==> src/rtl/ccs0001_jtag_tap.sv <==
// JTAG TAP for the ccs0001 core, clocked directly by CLK (acts as TCK).
// Provides IDCODE, BYPASS and a 32-bit JTAG-writable user configuration register.
module ccs0001_jtag_tap #(
  parameter int unsigned IR_W       = 4,
  parameter logic [31:0] IDCODE_VAL = 32'h0CC5_0001,
  parameter logic [31:0] USER_RST   = 32'h0000_0000
) (
  input  logic        CLK,
  input  logic        PORESET,
  input  logic        tdi,
  input  logic        tms,
  output logic        tdo,
  output logic        tdo_oe,
  output logic [31:0] user_reg,
  output logic [3:0]  tap_state
);

  typedef enum logic [3:0] {
    StTlr     = 4'hF,
    StRti     = 4'hC,
    StSelDr   = 4'h7,
    StCapDr   = 4'h6,
    StShDr    = 4'h2,
    StEx1Dr   = 4'h1,
    StPauseDr = 4'h3,
    StEx2Dr   = 4'h0,
    StUpdDr   = 4'h5,
    StSelIr   = 4'h4,
    StCapIr   = 4'hE,
    StShIr    = 4'hA,
    StEx1Ir   = 4'h9,
    StPauseIr = 4'hB,
    StEx2Ir   = 4'h8,
    StUpdIr   = 4'hD
  } tap_state_e;

  localparam logic [IR_W-1:0] IrIdcode = IR_W'(1);
  localparam logic [IR_W-1:0] IrUser   = {1'b1, {(IR_W-1){1'b0}}};

  tap_state_e      state_q, state_d;
  logic [IR_W-1:0] ir_q, ir_d;
  logic [IR_W-1:0] ir_sr_q, ir_sr_d;
  logic [31:0]     dr_sr_q, dr_sr_d;
  logic [31:0]     user_q, user_d;
  logic            sel_idcode, sel_user;

  // Any code other than IDCODE or USER selects the 1-bit bypass path.
  assign sel_idcode = (ir_q == IrIdcode);
  assign sel_user   = (ir_q == IrUser);

  always_comb begin
    state_d = state_q;
    unique case (state_q)
      StTlr:     state_d = tms ? StTlr     : StRti;
      StRti:     state_d = tms ? StSelDr   : StRti;
      StSelDr:   state_d = tms ? StSelIr   : StCapDr;
      StCapDr:   state_d = tms ? StEx1Dr   : StShDr;
      StShDr:    state_d = tms ? StEx1Dr   : StShDr;
      StEx1Dr:   state_d = tms ? StUpdDr   : StPauseDr;
      StPauseDr: state_d = tms ? StEx2Dr   : StPauseDr;
      StEx2Dr:   state_d = tms ? StUpdDr   : StShDr;
      StUpdDr:   state_d = tms ? StSelDr   : StRti;
      StSelIr:   state_d = tms ? StTlr     : StCapIr;
      StCapIr:   state_d = tms ? StEx1Ir   : StShIr;
      StShIr:    state_d = tms ? StEx1Ir   : StShIr;
      StEx1Ir:   state_d = tms ? StUpdIr   : StPauseIr;
      StPauseIr: state_d = tms ? StEx2Ir   : StPauseIr;
      StEx2Ir:   state_d = tms ? StUpdIr   : StShIr;
      StUpdIr:   state_d = tms ? StSelDr   : StRti;
      default:   state_d = StTlr;
    endcase
  end

  always_comb begin
    ir_d    = ir_q;
    ir_sr_d = ir_sr_q;
    dr_sr_d = dr_sr_q;
    user_d  = user_q;
    unique case (state_q)
      StTlr:   ir_d = IrIdcode;
      StCapIr: ir_sr_d = IrIdcode;
      StShIr:  ir_sr_d = {tdi, ir_sr_q[IR_W-1:1]};
      StUpdIr: ir_d = ir_sr_q;
      StCapDr: begin
        if (sel_idcode)    dr_sr_d = IDCODE_VAL;
        else if (sel_user) dr_sr_d = user_q;
        else               dr_sr_d = 32'h0;
      end
      StShDr: begin
        if (sel_idcode || sel_user) dr_sr_d = {tdi, dr_sr_q[31:1]};
        else                        dr_sr_d[0] = tdi;
      end
      StUpdDr: begin
        if (sel_user) user_d = dr_sr_q;
      end
      default: ;
    endcase
  end

  always_ff @(posedge CLK or posedge PORESET) begin
    if (PORESET) begin
      state_q <= StTlr;
      ir_q    <= IrIdcode;
      ir_sr_q <= '0;
      dr_sr_q <= '0;
      user_q  <= USER_RST;
    end else begin
      state_q <= state_d;
      ir_q    <= ir_d;
      ir_sr_q <= ir_sr_d;
      dr_sr_q <= dr_sr_d;
      user_q  <= user_d;
    end
  end

  always_comb begin
    tdo    = 1'b0;
    tdo_oe = 1'b0;
    if (state_q == StShIr) begin
      tdo    = ir_sr_q[0];
      tdo_oe = 1'b1;
    end else if (state_q == StShDr) begin
      tdo    = dr_sr_q[0];
      tdo_oe = 1'b1;
    end
  end

  assign user_reg  = user_q;
  assign tap_state = state_q;

endmodule

==> config.mk <==
export PLATFORM = sky130hd
export DESIGN_NAME = ccs0001_jtag_tap
export DESIGN_NICKNAME = d
export VERILOG_FILES = /design/src/rtl/ccs0001_jtag_tap.sv
export SDC_FILE = /design/constraint.sdc
export NUM_CORES = 1
export LEC_CHECK = 0
export BUFFER_PORTS_ARGS = -buffer_cell sky130_fd_sc_hd__clkbuf_2
export CAP_MARGIN = 20
export CORE_MARGIN = 5
export CORE_UTILIZATION = 50
export CTS_BUF_LIST = sky130_fd_sc_hd__clkbuf_4
export CTS_CLUSTER_DIAMETER = 150
export CTS_CLUSTER_SIZE = 8
export DETAILED_ROUTE_END_ITERATION = 10
export PLACE_DENSITY = 0.78
export SETUP_SLACK_MARGIN = 0.02
export SLEW_MARGIN = 10
export SYNTH_ARGS = -nofsm -noshare
export SYNTH_HDL_FRONTEND = slang
export SYNTH_SLANG_ARGS = --single-unit
==> constraint.sdc <==
create_clock -name CLK -period 7.12 [get_ports CLK]
set_input_delay 1.068 -clock CLK [delete_from_list [all_inputs] [get_ports CLK]]
set_output_delay 1.068 -clock CLK [all_outputs]
set_load 0.01 [all_outputs]
Word-level counts from Yosys, hierarchy flattened
Index checks and enable logic that the tools add are counted.
- multiplexer cells: 24
- reductions and logical operators: 10
- eq/ne operators: 18
- operators with widths (operator ; number):
    $mux 32 ; 2
    $pmux 32 s2 ; 1
    $pmux 4 s12 ; 1
    $eq 4x4->1 const B ; 9
    $mux 31 ; 1
    $eq 4x3->1 const B ; 4
    $pmux 4 s2 ; 2
    $mux 2 ; 6
    $mux 3 ; 4
    $eq 4x1->1 const B ; 2
    $eq 4x2->1 const B ; 2
    $mux 1 ; 6
    $reduce_bool 2->1 ; 3
    $logic_not 4->1 ; 1
    $mux 4 ; 1
    $reduce_and 2->1 ; 2
    $reduce_or 2->1 ; 2
    $reduce_or 3->1 ; 1
    $ne 2x2->1 const B ; 1
    $logic_or 1x1->1 ; 1
- flip-flop bits (word level): 76
- output and inout bits: 38
- input port bits: 4

Longest topological paths before layout
- depth after elaboration: 4
- mapped depth: 7
- gate-level depth less buffers: 4

Worst setup path after synthesis
No wires, ideal clock.
- path kind: reg-to-output
- from: register state_q[3], in the netlist tap_state[3]
- to: output tdo
- stages on the path, launching flop included: 4
- data required time: 6.052 ns
- path slack: 4.797 ns
- path buffers: 1
- data arrival time: 1.255 ns
- path through: dfstp_2 -> clkbuf_1 -> mux2i_1 -> nor3_1
- word-level cells in the longest chain between the ends: 3
- elaborated cells between the ends (all ways): 4
- classes of those cells: eq/ne: 2; mux: 2
- ends and longest elaborated chain (what ; line ; source):
    start: declaration ; 40 ; tap_state_e state_q, state_d;
    start signal: assignment ; 102 ; state_q <= StTlr;
    start signal: assignment ; 108 ; state_q <= state_d;
    $eq 4x2->1 ; 122 ; end else if (state_q == StShDr) begin
    $mux 1 ; 122 ;
    $mux 1 * ; 119 ; if (state_q == StShIr) begin
    end: declaration ; 12 ; output logic tdo,
Every way passes the cells marked *; elsewhere a longest branch is shown, timed or not.

Final worst setup path
- from: register state_q[1], in the netlist tap_state[1]
- to: output tdo
The elaborated chain is that of the path after synthesis.

==> out/results.txt <==
Antenna-violating nets left = 0
Share of cells above drive strength 1 = 0.334
Setup TNS = 0 ns
# hold bufs at CTS = 0
Simple-gate area share of the yosys netlist = 0.0668
Worst path cell trace = nand2b_1 > nor3_1 > clkbuf_2
Crit Path Class = register to primary output
Total Routing Usage GR = 0.166
Primary FF master, synth = dfrtp_1
Adder-Cell Fraction of Synth Area = 0
Setup crit start kind = register
Minimum clock period = 2.83 ns
Largest family of logic cells by synthesized area = multiplexers
CTS clk-pin slew, worst paths = 0.11 ns
CP top delay family = flip-flops
Number of buffers created by CTS = 9
Synth Cell Area = 3390 um2
TritonCTS clock tree = done
# Max-Cap Violations = 0
Max Fanout on Critical Path = 13
PortBufs = 41
Status = complete, no violations
# IOs = 42
Max stage delay on crit path = 0.67 ns
VDD IR-drop max = 119 uV
Yosys reg bits = 76
Synth unique cells = 33
Nets = 301
Multi-input logic area = 1380 um2
Net count after synthesis = 261
RSZ-0062 raised after global routing = no
Die area = 8530 um2
Crit path buf inv count = 1
YS warnings = 0
Sequential share of the synthesized area = 0.563
Mean Syn Cell Area = 13.2 um2
DP Cell Count = 366
Fin crit share = 0.397
Die W = 92.3 um
Dominant cells by area after synthesis = dfrtp_1 52%, mux2_1 11%, mux2_2 10%
Cell taking the most area after synthesis = dfrtp_1
Max Buffers Root-to-Sink = 2
Design Power = 1220 uW
Max-slew violations = 0
Postcts setup bufs = 0
Final hold vios = 0
F_max = 0.354 GHz
WP data required = 6.05 ns
Root buffer cell = clkbuf_4
Arrival time at the worst endpoint = 1.76 ns
DP Wirelength = 4140 um
Vias in the first global route = 2250
Clock skew = 0.00753 ns
Seq. cell area = 1910 um2
Area fraction of the dominant cell type after synthesis = 0.524
Post-synth EDFFs = 0
Antenna Cells = 0
Final Setup Violations = 0
Leakage = 0.00195 uW
WHS = 0.521 ns
First-pass GRT wire length = 11200 um
Layout Cells excl Fill = 382
1st-pass router iterations = 4
Overflow after GRT = 0
CP max stage cell = dfstp_2
Mux contribution to synthesized area = 0.215
Post-synthesis xor/xnor area fraction = 0
# clock sinks = 76
Antenna violations before repair = 0
Die height = 92.3 um
Commonest cells in the synthesized netlist = 71 x dfrtp_1, 32 x mux2_1, 31 x mux2_2
Drt drc = 0
Max-slew headroom = 0.293
Post-synthesis cell count = 257
Cells resized by post-CTS repair = 0
RD Place Congestion = 0.750
CP Capture Type = primary output
DR WL/cell = 16.9 um
Synth Area in Compound Gates = 0.123
Ys async rst share = 1.00
Largest net degree at the start of global routing = 77
Total number of vias = 2161
Vias per cell = 5.66
Most frequent cell after synthesis = dfrtp_1
CTS HTree Levels = 3
Fillers = 556
Num rows = 30
Worst skew pair latency = 0.41 ns
Core Region = 6680 um2
Worst-margin pin slew = 1.06 ns
Area Growth Syn to Fin = 12.6%
Total wire length = 6440 um
DR iter-0 viols = 161
Hold Path Class = register to register
Pwr Density = 321 nW/um2
Initial Util = 0.507
-- metal layers --
metal / global-route usage / vias up / share of wire
li1: - / 1017 / -
met1: 0.223 / 1096 / 0.47
met2: 0.259 / 38 / 0.47
met3: 0.0414 / 10 / 0.037
met4: 0.0631 / 0 / 0.018
met5: 0 / - / 0
-- cells in the final DEF, fill, tap and decap left out --
cell       Yosys  routed
a211oi_1       1       1
buf_4          1       4
o22a_1         1       1
a211oi_4       0       1
nand2_1       22      22
o41a_1         1       1
mux2_2        31      31
dfrtp_1       71      71
inv_2          1       2
clkinv_1       0       2
mux2i_1        2       2
nor2_1         5       5
clkbuf_4       0      10
inv_1          3       2
bufinv_16      0       3
nor3_1         1       1
nand4b_1       1       1
clkinv_2       0       1
dfstp_2        5       5
a22oi_1        1       1
nand2b_1       4       4
mux2_1        32      32
and2b_1        1       1
nor2b_2        1       1
or3_1          1       1
o21ai_1        2       2
nor2b_1        1       1
nand3_1        2       2
a2bb2oi_1      6       6
o21ai_0       12      12
a22o_1        25      25
o22ai_1        1       1
clkbuf_2       0      41
a21oi_1        4       4
nor4b_4        2       2
-- per-stage QoR --
step	util	cell area (um2)	setup slack [ns]
2_1_floorplan	-	3390	4.12
6_report	0.571	3810	4.29
5_1_grt	0.571	3810	4.15
4_1_cts	0.571	3810	4.29
3_3_place_gp	0.544	3640	4.79
3_5_place_dp	0.544	3640	4.74
-- layout make-up --
cell class,count,share of cell area
clock buffer,10,0.0197
timing repair buffer,45,0.0617
clock inverter,6,0.0269
sequential,76,0.500
multi-input combinational,161,0.361
inverter,4,0.00394
tap,80,0.0262
-- worst paths after layout --
| kind | slack [ns] | endpoint | cells past startpoint | startpoint |
|---|---|---|---|---|
| setup / recovery | 4.29 | tdo | 3 | tap_state[1] |
| hold / removal | 0.52 | user_reg[29] | 1 | dr_sr_q[29] |
| setup reg to reg | 4.78 | dr_sr_q[19] | 4 | ir_q[1] |
| hold reg to reg | 0.52 | user_reg[29] | 1 | dr_sr_q[29] |
| max in group asynchronous | 5.61 | dr_sr_q[26] | 3 | PORESET |
| min in group asynchronous | 0.93 | user_reg[9] | 3 | PORESET |
-- logic make-up after synthesis --
| family | count (synthesis) |
|---|---|
| buffers and inverters | 20 |
| DFF | 76 |
| AOI/OAI and AO/OA | 55 |
| muxes | 65 |
| and+or+nand+nor | 41 |
-- where the power goes --
part / leakage [uW] / switching, uW / internal, uW
combinational: 0.000824 / 174 / 135
clock: 0.0000955 / 144 / 179
sequential: 0.00103 / 86.5 / 506
Power figures use the tool's default switching activity.
